<file path="src/rtl/pc_seq_pkg.sv">
// Shared encodings for the program-counter sequencer: operations, condition
// codes and ALU flag bit positions.
package pc_seq_pkg;

    typedef enum logic [2:0] {
        OP_NEXT  = 3'd0,
        OP_JABS  = 3'd1,
        OP_BREL  = 3'd2,
        OP_JCOND = 3'd3,
        OP_BCOND = 3'd4,
        OP_CALL  = 3'd5,
        OP_RET   = 3'd6,
        OP_HOLD  = 3'd7
    } op_e;

    typedef enum logic [3:0] {
        CC_EQ = 4'h0,
        CC_NE = 4'h1,
        CC_CS = 4'h2,
        CC_CC = 4'h3,
        CC_HI = 4'h4,
        CC_LS = 4'h5,
        CC_GT = 4'h6,
        CC_LE = 4'h7,
        CC_FS = 4'h8,
        CC_FC = 4'h9,
        CC_LO = 4'hA,
        CC_HS = 4'hB,
        CC_LT = 4'hC,
        CC_GE = 4'hD,
        CC_AL = 4'hE,
        CC_NV = 4'hF
    } cc_e;

    localparam int FLAG_C = 4;
    localparam int FLAG_L = 3;
    localparam int FLAG_F = 2;
    localparam int FLAG_Z = 1;
    localparam int FLAG_N = 0;

endpackage

</file>
<file path="src/rtl/ras_lifo.sv">
// Return-address stack: LIFO with a registered occupancy count. Pushes on a
// full stack and pops on an empty stack are ignored.
module ras_lifo
    import pc_seq_pkg::*;
#(
    parameter int WIDTH = 16,
    parameter int DEPTH = 4
) (
    input  logic                     clk,
    input  logic                     reset,
    input  logic                     push,
    input  logic                     pop,
    input  logic [WIDTH-1:0]         din,
    output logic [WIDTH-1:0]         dout,
    output logic                     full,
    output logic                     empty,
    output logic [$clog2(DEPTH):0]   count
);

    localparam int AW    = $clog2(DEPTH);
    localparam int CNT_W = AW + 1;

    logic [WIDTH-1:0] r_mem [DEPTH];
    logic [CNT_W-1:0] r_count;
    logic [AW-1:0]    w_top_idx;

    // Occupancy count; synchronous active-low reset empties the stack.
    always_ff @(posedge clk) begin
        if (!reset) begin
            r_count <= {CNT_W{1'b0}};
        end else if (push && !full) begin
            r_count <= r_count + CNT_W'(1);
        end else if (pop && !empty) begin
            r_count <= r_count - CNT_W'(1);
        end else begin
            r_count <= r_count;
        end
    end

    // Storage write; the slot at index count is the next free entry.
    always_ff @(posedge clk) begin
        if (reset && push && !full) begin
            r_mem[r_count[AW-1:0]] <= din;
        end
    end

    assign w_top_idx = r_count[AW-1:0] - AW'(1);
    assign dout      = r_mem[w_top_idx];
    assign full      = (r_count == CNT_W'(DEPTH));
    assign empty     = (r_count == {CNT_W{1'b0}});
    assign count     = r_count;

endmodule

</file>
<file path="src/rtl/pc_sequencer.sv">
// Program-counter sequencer with relative/conditional branches and call/return
// through a return-address stack. Define PC_SEQ_TRAP_EN to vector RAS faults to TRAP_VEC.
module pc_sequencer
    import pc_seq_pkg::*;
#(
    parameter int              PC_W      = 16,
    parameter int              DISP_W    = 8,
    parameter int              RAS_DEPTH = 4,
    parameter logic [PC_W-1:0] RESET_VEC = {PC_W{1'b0}},
    parameter logic [PC_W-1:0] TRAP_VEC  = PC_W'(16'hFFF0)
) (
    input  logic              clk,
    input  logic              reset,
    input  logic              pc_en,
    input  logic [2:0]        op,
    input  logic [3:0]        cond,
    input  logic [4:0]        flags,
    input  logic [PC_W-1:0]   target,
    input  logic [DISP_W-1:0] disp,
    output logic [PC_W-1:0]   pc,
    output logic [PC_W-1:0]   pc_plus1,
    output logic              taken,
    output logic              ras_full,
    output logic              ras_empty,
    output logic              ras_err
);

`ifdef PC_SEQ_TRAP_EN
    localparam bit TRAP_EN = 1'b1;
`else
    localparam bit TRAP_EN = 1'b0;
`endif

    localparam int CNT_W = $clog2(RAS_DEPTH) + 1;

    logic [PC_W-1:0]  r_pc;
    logic             r_taken;
    logic             r_ras_err;

    logic [PC_W-1:0]  w_pc_plus1;
    logic [PC_W-1:0]  w_pc_brel;
    logic [PC_W-1:0]  w_next_pc;
    logic             w_next_taken;
    logic             w_fault;
    logic             w_cond_true;
    logic             w_push;
    logic             w_pop;
    logic [PC_W-1:0]  w_ras_dout;
    logic             w_ras_full;
    logic             w_ras_empty;
    logic [CNT_W-1:0] w_ras_count;

    wire w_c = flags[FLAG_C];
    wire w_l = flags[FLAG_L];
    wire w_f = flags[FLAG_F];
    wire w_z = flags[FLAG_Z];
    wire w_n = flags[FLAG_N];

    assign w_pc_plus1 = r_pc + PC_W'(1);
    assign w_pc_brel  = r_pc + PC_W'($signed(disp));

    // Condition-code evaluation against the ALU flags.
    always_comb begin
        w_cond_true = 1'b0;
        case (cond)
            CC_EQ:   w_cond_true = w_z;
            CC_NE:   w_cond_true = !w_z;
            CC_CS:   w_cond_true = w_c;
            CC_CC:   w_cond_true = !w_c;
            CC_HI:   w_cond_true = w_l;
            CC_LS:   w_cond_true = !w_l;
            CC_GT:   w_cond_true = w_n;
            CC_LE:   w_cond_true = !w_n;
            CC_FS:   w_cond_true = w_f;
            CC_FC:   w_cond_true = !w_f;
            CC_LO:   w_cond_true = !w_l && !w_z;
            CC_HS:   w_cond_true = w_l || w_z;
            CC_LT:   w_cond_true = !w_n && !w_z;
            CC_GE:   w_cond_true = w_n || w_z;
            CC_AL:   w_cond_true = 1'b1;
            CC_NV:   w_cond_true = 1'b0;
            default: w_cond_true = 1'b0;
        endcase
    end

    // Next-PC selection and stack control for the current op.
    always_comb begin
        w_next_pc    = r_pc;
        w_next_taken = 1'b0;
        w_fault      = 1'b0;
        w_push       = 1'b0;
        w_pop        = 1'b0;
        case (op)
            OP_NEXT: w_next_pc = w_pc_plus1;
            OP_JABS: begin
                w_next_pc    = target;
                w_next_taken = 1'b1;
            end
            OP_BREL: begin
                w_next_pc    = w_pc_brel;
                w_next_taken = 1'b1;
            end
            OP_JCOND: begin
                w_next_pc    = w_cond_true ? target : w_pc_plus1;
                w_next_taken = w_cond_true;
            end
            OP_BCOND: begin
                w_next_pc    = w_cond_true ? w_pc_brel : w_pc_plus1;
                w_next_taken = w_cond_true;
            end
            OP_CALL: begin
                w_next_taken = 1'b1;
                if (w_ras_full) begin
                    w_fault   = 1'b1;
                    w_next_pc = TRAP_EN ? TRAP_VEC : target;
                end else begin
                    w_push    = pc_en;
                    w_next_pc = target;
                end
            end
            OP_RET: begin
                if (w_ras_count == {CNT_W{1'b0}}) begin
                    w_fault      = 1'b1;
                    w_next_pc    = TRAP_EN ? TRAP_VEC : w_pc_plus1;
                    w_next_taken = TRAP_EN;
                end else begin
                    w_pop        = pc_en;
                    w_next_pc    = w_ras_dout;
                    w_next_taken = 1'b1;
                end
            end
            OP_HOLD: w_next_pc = r_pc;
            default: w_next_pc = r_pc;
        endcase
    end

    // PC, taken and sticky fault flag; everything holds while pc_en is low.
    always_ff @(posedge clk) begin
        if (!reset) begin
            r_pc      <= RESET_VEC;
            r_taken   <= 1'b0;
            r_ras_err <= 1'b0;
        end else if (pc_en) begin
            r_pc      <= w_next_pc;
            r_taken   <= w_next_taken;
            r_ras_err <= r_ras_err | w_fault;
        end else begin
            r_pc      <= r_pc;
            r_taken   <= r_taken;
            r_ras_err <= r_ras_err;
        end
    end

    ras_lifo #(
        .WIDTH (PC_W),
        .DEPTH (RAS_DEPTH)
    ) u_ras (
        .clk   (clk),
        .reset (reset),
        .push  (w_push),
        .pop   (w_pop),
        .din   (w_pc_plus1),
        .dout  (w_ras_dout),
        .full  (w_ras_full),
        .empty (w_ras_empty),
        .count (w_ras_count)
    );

    assign pc        = r_pc;
    assign pc_plus1  = w_pc_plus1;
    assign taken     = r_taken;
    assign ras_full  = w_ras_full;
    assign ras_empty = w_ras_empty;
    assign ras_err   = r_ras_err;

endmodule

</file>
<file path="config.mk">
export PLATFORM = sky130hd
export DESIGN_NAME = pc_sequencer
export DESIGN_NICKNAME = d
export VERILOG_FILES = /design/src/rtl/pc_seq_pkg.sv /design/src/rtl/ras_lifo.sv /design/src/rtl/pc_sequencer.sv
export SDC_FILE = /design/constraint.sdc
export NUM_CORES = 1
export LEC_CHECK = 0
export ABC_AREA = 1
export CAP_MARGIN = 20
export CORE_UTILIZATION = 59
export DETAILED_ROUTE_END_ITERATION = 8
export PLACE_DENSITY = 0.86
export REMOVE_ABC_BUFFERS = 1
export SYNTH_ARGS = -nofsm -noshare
export SYNTH_HDL_FRONTEND = slang
export SYNTH_SLANG_ARGS = --single-unit
</file>
<file path="constraint.sdc">
create_clock -name clk -period 7.8 [get_ports clk]
set_clock_uncertainty 0.15 [all_clocks]
set_input_delay 2.34 -clock clk [delete_from_list [all_inputs] [get_ports clk]]
set_output_delay 2.34 -clock clk [all_outputs]
set_load 0.01 [all_outputs]
</file>
# --- After elaboration in Yosys (flattened, before gate mapping) ---
# Memory sizes are Yosys's and may differ from the RTL's.
# Index checks and enable logic that the tools add are counted.
word_totals:
  elab_cells: 76
  ramBits: 64
  in_bits: 39
  output_inout_bits: 36
  ff_bits: 21
  n_memories: 1
mem_list:
  columns: ["name", "words", "width", "read_ports", "rd_ports_with_merged_regs", "write_ports", "line", "rtl"]
  rows:
  - ["u_ras.r_mem", 4, 16, 1, 0, 1, "ras_lifo.sv:23", "logic [WIDTH-1:0] r_mem [DEPTH];"]
op_classes:
  n_mux: 18
  n_eq_ne: 23
  n_reduce_logical: 23
  addsub: 5
  bitwise: 2
ops:
  columns: ["operator", "count"]
  rows:
  - ["16-bit one-hot mux with 6 select lines", 1]
  - ["16-bit 2-to-1 mux", 3]
  - ["4-bit == test, second input constant", 8]
  - ["16-bit by 1-bit adder with 16-bit output, second input constant", 1]
  - ["16-bit adder", 1]
  - ["4-bit by 3-bit == test with 1-bit output, second input constant", 4]
  - ["1-bit one-hot mux with 16 select lines", 1]
  - ["3-bit == test, second input constant", 5]
  - ["1-bit 2-to-1 mux", 9]
  - ["4-bit by 2-bit == test with 1-bit output, second input constant", 2]
  - ["1-bit logical NOT", 7]
  - ["3-bit by 2-bit == test with 1-bit output, second input constant", 2]
  - ["1-bit logical AND", 6]
  - ["3-bit logical NOT", 2]
  - ["3-bit 2-to-1 mux", 2]
  - ["4-bit by 1-bit == test with 1-bit output, second input constant", 1]
  - ["4-bit logical NOT", 1]
  - ["2-bit OR reduction", 2]
  - ["3-bit by 1-bit adder with 3-bit output, second input constant", 1]
  - ["3-bit by 1-bit == test with 1-bit output, second input constant", 1]
  - ["1-bit one-hot mux with 3 select lines", 1]
  - ["3-bit OR reduction", 1]
  - ["3-bit by 1-bit subtractor with 3-bit output, second input constant", 1]
  - ["1-bit logical OR", 2]
  - ["other kinds (6)", 6]

# --- Logic depth before layout (Yosys ltp) ---
# Gate-level depths: netlist (run 1).
depth:
  depth_word: 7
  ltp_mapped: 16
  ltp_nobuf: 16

# --- Cells and area by module ---
# From an unflattened synthesis (run 1), not the netlist that was laid out.
unflattened:
  cells_unflattened: 657
  area_unflattened_um2: 5383.9
modules_own_cells:
  columns: ["mod", "instances", "cells_per_inst", "seq_area_each_um2", "area_per_inst_um2"]
  rows:
  - ["ras_lifo", 1, 195, 1981.9, 2708.8]
  - ["pc_sequencer", 1, 462, 360.3, 2675.1]

# --- Worst setup path before layout (run 1) ---
# Ideal clock, no wire load.
synth_timing:
  path_kind: "input -> register"
  startpoint: "input port op[0]"
  endpoint: "memory u_ras.r_mem[1][0], enable pin"
  n_path_buf: 0
  arrival_time_ns: 3.748
  path_stages: 6
  slack_ns: 3.514
  required_time_ns: 7.261
  path_cell_list: "inv_1 > nor2_4 > inv_2 > nor4_2 > nand2_1 > nor2_1"
synth_via:
  elab_chain_len: 6
synth_lines:
  columns: ["element", "line", "rtl"]
  rows:
  - ["start, declared", "pc_sequencer.sv:15", "input logic [2:0] op,"]
  - ["3-bit == test", "pc_sequencer.sv:93", "case (op)"]
  - ["1-bit 2-to-1 mux", "pc_sequencer.sv:93", null]
  - ["1-bit logical AND (2 in a row)", "ras_lifo.sv:42", "if (reset && push && !full) begin"]
  - ["1-bit 2-to-1 mux", "ras_lifo.sv:42", null]
  - ["1-bit 2-to-1 mux (implied by the code)", "ras_lifo.sv:43", "r_mem[r_count[AW-1:0]] <= din;"]
  - ["end, declared", "ras_lifo.sv:23", null]
# No other way between the ends.

# --- Worst setup path in the final report (run 1) ---
layout_timing:
  startpoint: "register r_pc[2] (netlist: pc[2])"
  endpoint: "output port pc_plus1[13]"
layout_via:
  elab_chain_len: 1
layout_lines:
  columns: ["element", "line", "rtl"]
  rows:
  - ["start, declared", "pc_sequencer.sv:36", "logic [PC_W-1:0] r_pc;"]
  - ["start signal, assigned", "pc_sequencer.sv:144", "r_pc <= w_next_pc;"]
  - ["start signal, assigned", "pc_sequencer.sv:148", "r_pc <= r_pc;"]
  - ["16-bit by 1-bit adder with 16-bit output", "pc_sequencer.sv:59", "assign w_pc_plus1 = r_pc + PC_W'(1);"]
  - ["end, declared", "pc_sequencer.sv:21", "output logic [PC_W-1:0] pc_plus1,"]
# No other way between the ends.

==> impl_metrics.json, run 1 <==
{
  "status": "finished clean",
  "dpl.hpwl_mm": 10.6,
  "start_util_pct": 61.6,
  "first_pass_iters": 7,
  "cp-end-kind": "output port",
  "rsz0062_at_grt": "no",
  "setup_viol": 0,
  "critical_path_class": "reg2out",
  "grt_max_degree": 37,
  "crit_path_start_kind": "flop",
  "final_cells": 814,
  "placed_cell_area_mm2": 0.00600,
  "synth_cell_type_count": 44,
  "die_area_mm2": 0.00909,
  "routed_via_density": 5.98,
  "drv_cap": 0,
  "cts_setup_buffers": 0,
  "required_ps": 5310,
  "p_comb_share_pct": 24.1,
  "fin_nets": 765,
  "tightest_slew_ps": 835,
  "antenna_found_initial": 0,
  "leakage_nw": 2.59,
  "syn_inst": 629,
  "finalSetupTns_ps": 0,
  "die_h_um": 95.3,
  "die_x_um": 95.3,
  "hold_path_depth": 2,
  "avgSynthCellArea_um2": 8.17,
  "portBuffers": 74,
  "placedCellCount": 798,
  "async_flop_share_pct": 0,
  "syn_area_mm2": 0.00514,
  "grt_pass1_wl_mm": 22.8,
  "seq_power_share_pct": 44.9,
  "core_mm2": 0.00834,
  "slew_headroom_pct": 44.4,
  "n_antenna_cell": 0,
  "multi_input_area_mm2": 0.00248,
  "cts_hold_buf": 0,
  "syn_to_final_growth_pct": 21.1,
  "drv_slew": 0,
  "met3_length_mm": 1.43,
  "ys_ff_latch": 85,
  "cts_max_path_buffers": 2,
  "switchingPower_w": 0.000355,
  "worstPathArrival_ps": 2890,
  "vias": 4869,
  "post_cts_resized": 0,
  "synthFlopType": "edfxtp_1",
  "p_sw_share_pct": 30.9,
  "worstRegToRegCells": 11,
  "cts_root_buf": "clkbuf_8",
  "power.density_mw_per_mm2": 185,
  "wl_mm": 14.9,
  "drive_above_1_share_pct": 6.77,
  "highest_layer": "met4",
  "drt-wirelength-per-cell_um": 18.3,
  "vdd_drop_max_v": 0.0000933,
  "grt_pass1_vias": 4609,
  "fillers": 615,
  "io_pins": 75,
  "max_freq_mhz": 186,
  "critical_path.max_fanout": 7,
  "met2_length_mm": 7.28,
  "yosysSeqAreaShare_pct": 45.6,
  "p_int_w": 0.000796,
  "design_area_mm2": 0.00622,
  "gp_congestion": 0.917,
  "wl_met1_mm": 5.87,
  "cts_buffers": 9,
  "clk_latency_ps": 360,
  "initialDrtViolationCount": 521,
  "cts.clk_slew.worst_paths_ps": 90,
  "fin_crit_sh_pct": 69.0,
  "grtUsageTotal_pct": 33.8,
  "rows": 33,
  "htreeDepth": 3,
  "yosysWarnings": 0,
  "hold_path.class": "reg2reg",
  "clock-sinks": 85,
  "clkPwrFrac_pct": 30.9,
  "synth_edf_count": 64,
  "cts_tree": "done",
  "antenna_left": 0,
  "fin_crit_ps": 5380,
  "seq_area_mm2": 0.00234,
  "drc": 0,
  "gr-total-overflow": 0,
  "hold_violations": 0
}
==> Yosys cell counts, types with 3 or more instances <==
master | number | area share (%)
a21o_1 | 3 | 0.44
nand2_1 | 151 | 11
buf_2 | 3 | 0.29
edfxtp_1 | 64 | 37
a22oi_1 | 3 | 0.44
or2_2 | 3 | 0.37
nor2_1 | 53 | 3.9
dfxtp_1 | 21 | 8.2
o21bai_1 | 3 | 0.44
inv_2 | 7 | 0.51
clkbuf_1 | 11 | 0.80
nor3_1 | 5 | 0.49
a31oi_1 | 6 | 0.73
xnor2_1 | 4 | 0.68
o21ai_0 | 35 | 3.4
nand4_1 | 14 | 1.7
xor2_1 | 15 | 2.6
a21oi_1 | 59 | 5.7
ha_1 | 20 | 4.9
nand3_1 | 51 | 5.0
inv_1 | 57 | 4.2
o21ai_1 | 4 | 0.39
nor3_2 | 3 | 0.58
o22ai_1 | 6 | 0.73
==> flip-flops by register name, summed over array words and instances (netlist names) <==
name / cells
u_ras.count: 3
pc: 16
ras_err: 1
u_ras.r_mem: 64
taken: 1
==> path summary, 6_finish.rpt <==
| kind | start | slack, ps | to |
|---|---|---|---|
| hold reg to reg | taken$_SDFFE_PN0P_ | 340 | taken$_SDFFE_PN0P_ |
| setup / recovery | pc[2]$_SDFFE_PN0P_ | 2420 | pc_plus1[13] |
| hold / removal | taken$_SDFFE_PN0P_ | 340 | taken$_SDFFE_PN0P_ |
| setup reg to reg | u_ras.count[0]$_SDFFE_PN0P_ | 4550 | pc[14]$_SDFFE_PN0P_ |
==> routing by layer <==
| layer | track usage, % | up-vias |
|---|---|---|
| met5 | 0 | - |
| met4 | 9.97 | 0 |
| met3 | 4.70 | 32 |
| met2 | 57.0 | 280 |
| met1 | 45.2 | 2245 |
| li1 | - | 2312 |
==> stage by stage <==
step | utilization (%) | setup WS, ps | total power [W] | hold slack, ps
floorplan | - | 3060 | 0.000682 | 293
global placement | 71.6 | 2580 | 0.000790 | 303
detailed placement | 71.9 | 2880 | 0.000797 | 323
CTS | 74.6 | 2480 | 0.00114 | 336
global route | 74.6 | 2280 | 0.00120 | 371
finish | 74.6 | 2420 | 0.00115 | 336
==> cell usage in the layout, fill, tap and decap left out, drive strengths merged, types with 4 or more instances in the layout <==
cell / count
a21oi: 61
a31oi: 6
buf: 6
clkbuf: 9
clkdlybuf4s50: 74
dfxtp: 21
edfxtp: 64
ha: 20
inv: 69
nand2: 154
nand3: 52
nand4: 15
nor2: 56
nor3: 8
o21ai: 40
o22ai: 6
xnor2: 4
xor2: 15
==> power by group through the flow <==
stage	Combinational, W	Sequential (W)	Clock (W)
floorplan	0.000154	0.000528	0
global placement	0.000264	0.000526	0
detailed placement	0.000270	0.000527	0
CTS	0.000274	0.000517	0.000353
global route	0.000304	0.000519	0.000374
finish	0.000278	0.000518	0.000356
==> worst max-delay path, cell delays in order (launching register included) <==
cell and delay, ps:
dfxtp_1 500, nand3_1 180, nor3_2 220, nand3_1 140
nor2_2 190, nand3_1 110, xor2_1 540, clkdlybuf4s50_1 660
==> kinds of logic (layout without fill, tap and decap cells) <==
kind of cell / count (synthesis) / count (layout) / synth area share, %
and+or+nand+nor: 289 / 289 / 24.9
adders and majority gates: 22 / 22 / 5.65
xor gates and xnor gates: 19 / 19 / 3.24
DFF: 85 / 85 / 45.6
AOI/OAI and AO/OA: 132 / 132 / 14.5
buffers and inverters: 82 / 162 / 6.18
==> final cells by class <==
class	count	share of cell area (%)
repair buffers	80	12.7
multi-input cells	462	39.8
flip-flops and latches	85	37.6
clock buffers	9	1.99
well taps	105	2.11
inverters	66	4.02
clock inverters	7	1.65
Note: power is estimated with default switching activity, not from simulation.
==> run 2, diff against run 1 <==
--- a/config.mk
+++ b/config.mk
@@ -7,9 +7,9 @@
 export LEC_CHECK = 0
 export ABC_AREA = 1
 export CAP_MARGIN = 20
-export CORE_UTILIZATION = 59
+export CORE_UTILIZATION = 55
 export DETAILED_ROUTE_END_ITERATION = 8
-export PLACE_DENSITY = 0.86
+export PLACE_DENSITY = 0.81
 export REMOVE_ABC_BUFFERS = 1
 export SYNTH_ARGS = -nofsm -noshare
 export SYNTH_HDL_FRONTEND = slang
==> constraint.sdc (replaced) <==
create_clock -name clk -period 5.5 [get_ports clk]
set_clock_uncertainty 0.15 [all_clocks]
set_input_delay 1.65 -clock clk [delete_from_list [all_inputs] [get_ports clk]]
set_output_delay 1.65 -clock clk [all_outputs]
set_load 0.01 [all_outputs]
==> run 2 against run 1 <==
Sequential power rose by 42%. Combinational power rose by 40%. Non-clock buffer count rose by 3. First-iteration DRC count fell by 31%. Largest power group unchanged. Worst setup slack got worse by 1400 ps. Register-to-register slack got worse by 2300 ps. Critical path depth did not move. Core utilization fell by 4.9 points. Clock power rose by 15%.
==> impl_metrics.json, run 2 (same netlist as run 1, synthesis figures left out) <==
{
  "status": "finished clean",
  "slew_headroom_pct": 52.2,
  "utilization_pct": 69.7,
  "leakage_nw": 2.57,
  "die_area_mm2": 0.00974,
  "rsz0062_at_grt": "no",
  "antenna_left": 0,
  "cts.clk_slew.worst_paths_ps": 90,
  "initialDrtViolationCount": 362,
  "critPathBufInv": 1,
  "drv_slew": 0,
  "slowest_delay_ps": 640,
  "n_antenna_cell": 0,
  "die_x_um": 98.7,
  "vias": 4771,
  "power.density_mw_per_mm2": 248,
  "path_delay_family": "simple AND/OR/NAND/NOR gates",
  "cts_setup_buffers": 0,
  "cts_max_path_buffers": 2,
  "cts_buffers": 9,
  "fin_crit_sh_pct": 82.0,
  "post_cts_resized": 0,
  "tightest_slew_ps": 712,
  "setup_viol": 0,
  "core_mm2": 0.00889,
  "critical_path_class": "reg2out",
  "hold_violations": 0,
  "gp_congestion": 0.911,
  "cp-end-kind": "output port",
  "clock-sinks": 85,
  "fin_crit_ps": 4510,
  "hold_path.class": "reg2reg",
  "cts_root_buf": "clkbuf_8",
  "slowest_stage": "clkdlybuf4s50_1",
  "grtUsageTotal_pct": 30.2,
  "grt_max_degree": 37,
  "largest_reg_flops": 64,
  "fin_hold_ws_ps": 323,
  "grt_pass1_wl_mm": 22.6,
  "drv_cap": 0,
  "cts_tree": "done",
  "portBuffers": 74,
  "layout_common_cells": "nand2_1, clkdlybuf4s50_1, edfxtp_1",
  "first_pass_iters": 7,
  "start_util_pct": 57.8,
  "multi_input_area_mm2": 0.00248,
  "design_area_mm2": 0.00619,
  "wl_mm": 14.2,
  "cts_hold_buf": 0,
  "gr-total-overflow": 0,
  "placed_cell_area_mm2": 0.00602,
  "rows": 34,
  "drc": 0,
  "io_pins": 75,
  "syn_to_final_growth_pct": 20.5,
  "antenna_found_initial": 0,
  "critical_path.max_fanout": 7,
  "seq_area_mm2": 0.00234,
  "crit_path_start_kind": "flop",
  "crit_chain": "nand3_1, nor3_2, nand3_1, nor2_2, nand3_1, xor2_1, clkdlybuf4s50_1",
  "htreeDepth": 3,
  "dpl.hpwl_mm": 10.5,
  "max_freq_mhz": 222,
  "die_h_um": 98.7,
  "grt_pass1_vias": 4623,
  "drive_above_1_share_pct": 7.02,
  "drt-wirelength-per-cell_um": 17.3,
  "mostFrequentLayoutCell": "nand2_1",
  "crit_top_cell": "nand3_1",
  "vdd_drop_max_v": 0.000110,
  "worstPathArrival_ps": 2710,
  "fin_nets": 768,
  "clk_latency_ps": 360,
  "fillers": 750,
  "required_ps": 3700,
  "routed_via_density": 5.82,
  "finalSetupTns_ps": 0
}
## run 2: per-layer routing
metal  GRT usage, %  share of wire, %  up-vias
li1               -                 -     2322
met4           10.4               1.8        0
met2           50.4                47      199
met1           39.5                44     2227
met5              0                 0        -
met3           5.89               7.0       23
## run 2: metrics by stage
stage,cells,total power [W],worst slack [ps]
CTS,820,0.00153,1010
finish,820,0.00153,992
global placement,804,0.00113,1350
global route,820,0.00160,818
floorplan,613,0.000967,1450
detailed placement,804,0.00113,1290
## run 2: tightest hold or removal path, delay by kind of cell (launching register included)
kind               cells  cell delay (ps)
AOI/OAI and AO/OA      1               60
DFF                    1              320
and+or+nand+nor        1               60
## run 2: path summary, 6_finish.rpt
| check | cells after the start | to | startpoint | slack, ps |
|---|---|---|---|---|
| hold reg to reg | 2 | taken$_SDFFE_PN0P_ | taken$_SDFFE_PN0P_ | 320 |
| setup / recovery | 7 | pc_plus1[13] | pc[1]$_SDFFE_PN0P_ | 990 |
| setup reg to reg | 11 | pc[10]$_SDFFE_PN0P_ | u_ras.count[0]$_SDFFE_PN0P_ | 2220 |
| hold / removal | 2 | taken$_SDFFE_PN0P_ | taken$_SDFFE_PN0P_ | 320 |
## run 2: final cells by class
type                    count  area share, %
multi-input cells         462           40.0
flip-flops and latches     85           37.8
repair buffers             83           13.0
inverters                  66           4.04
well taps                 108           2.18
clock buffers               9           2.00
clock inverters             7          0.889
## run 2: power breakdown
| group | leakage, nW | switching, W | internal (W) | total [W] |
|---|---|---|---|---|
| clock | 0.0887 | 0.000241 | 0.000170 | 0.000411 |
| combinational | 1.73 | 0.000234 | 0.000156 | 0.000390 |
| sequential | 0.752 | 0.0000224 | 0.000710 | 0.000733 |
| total | 2.57 | 0.000498 | 0.00104 | 0.00153 |
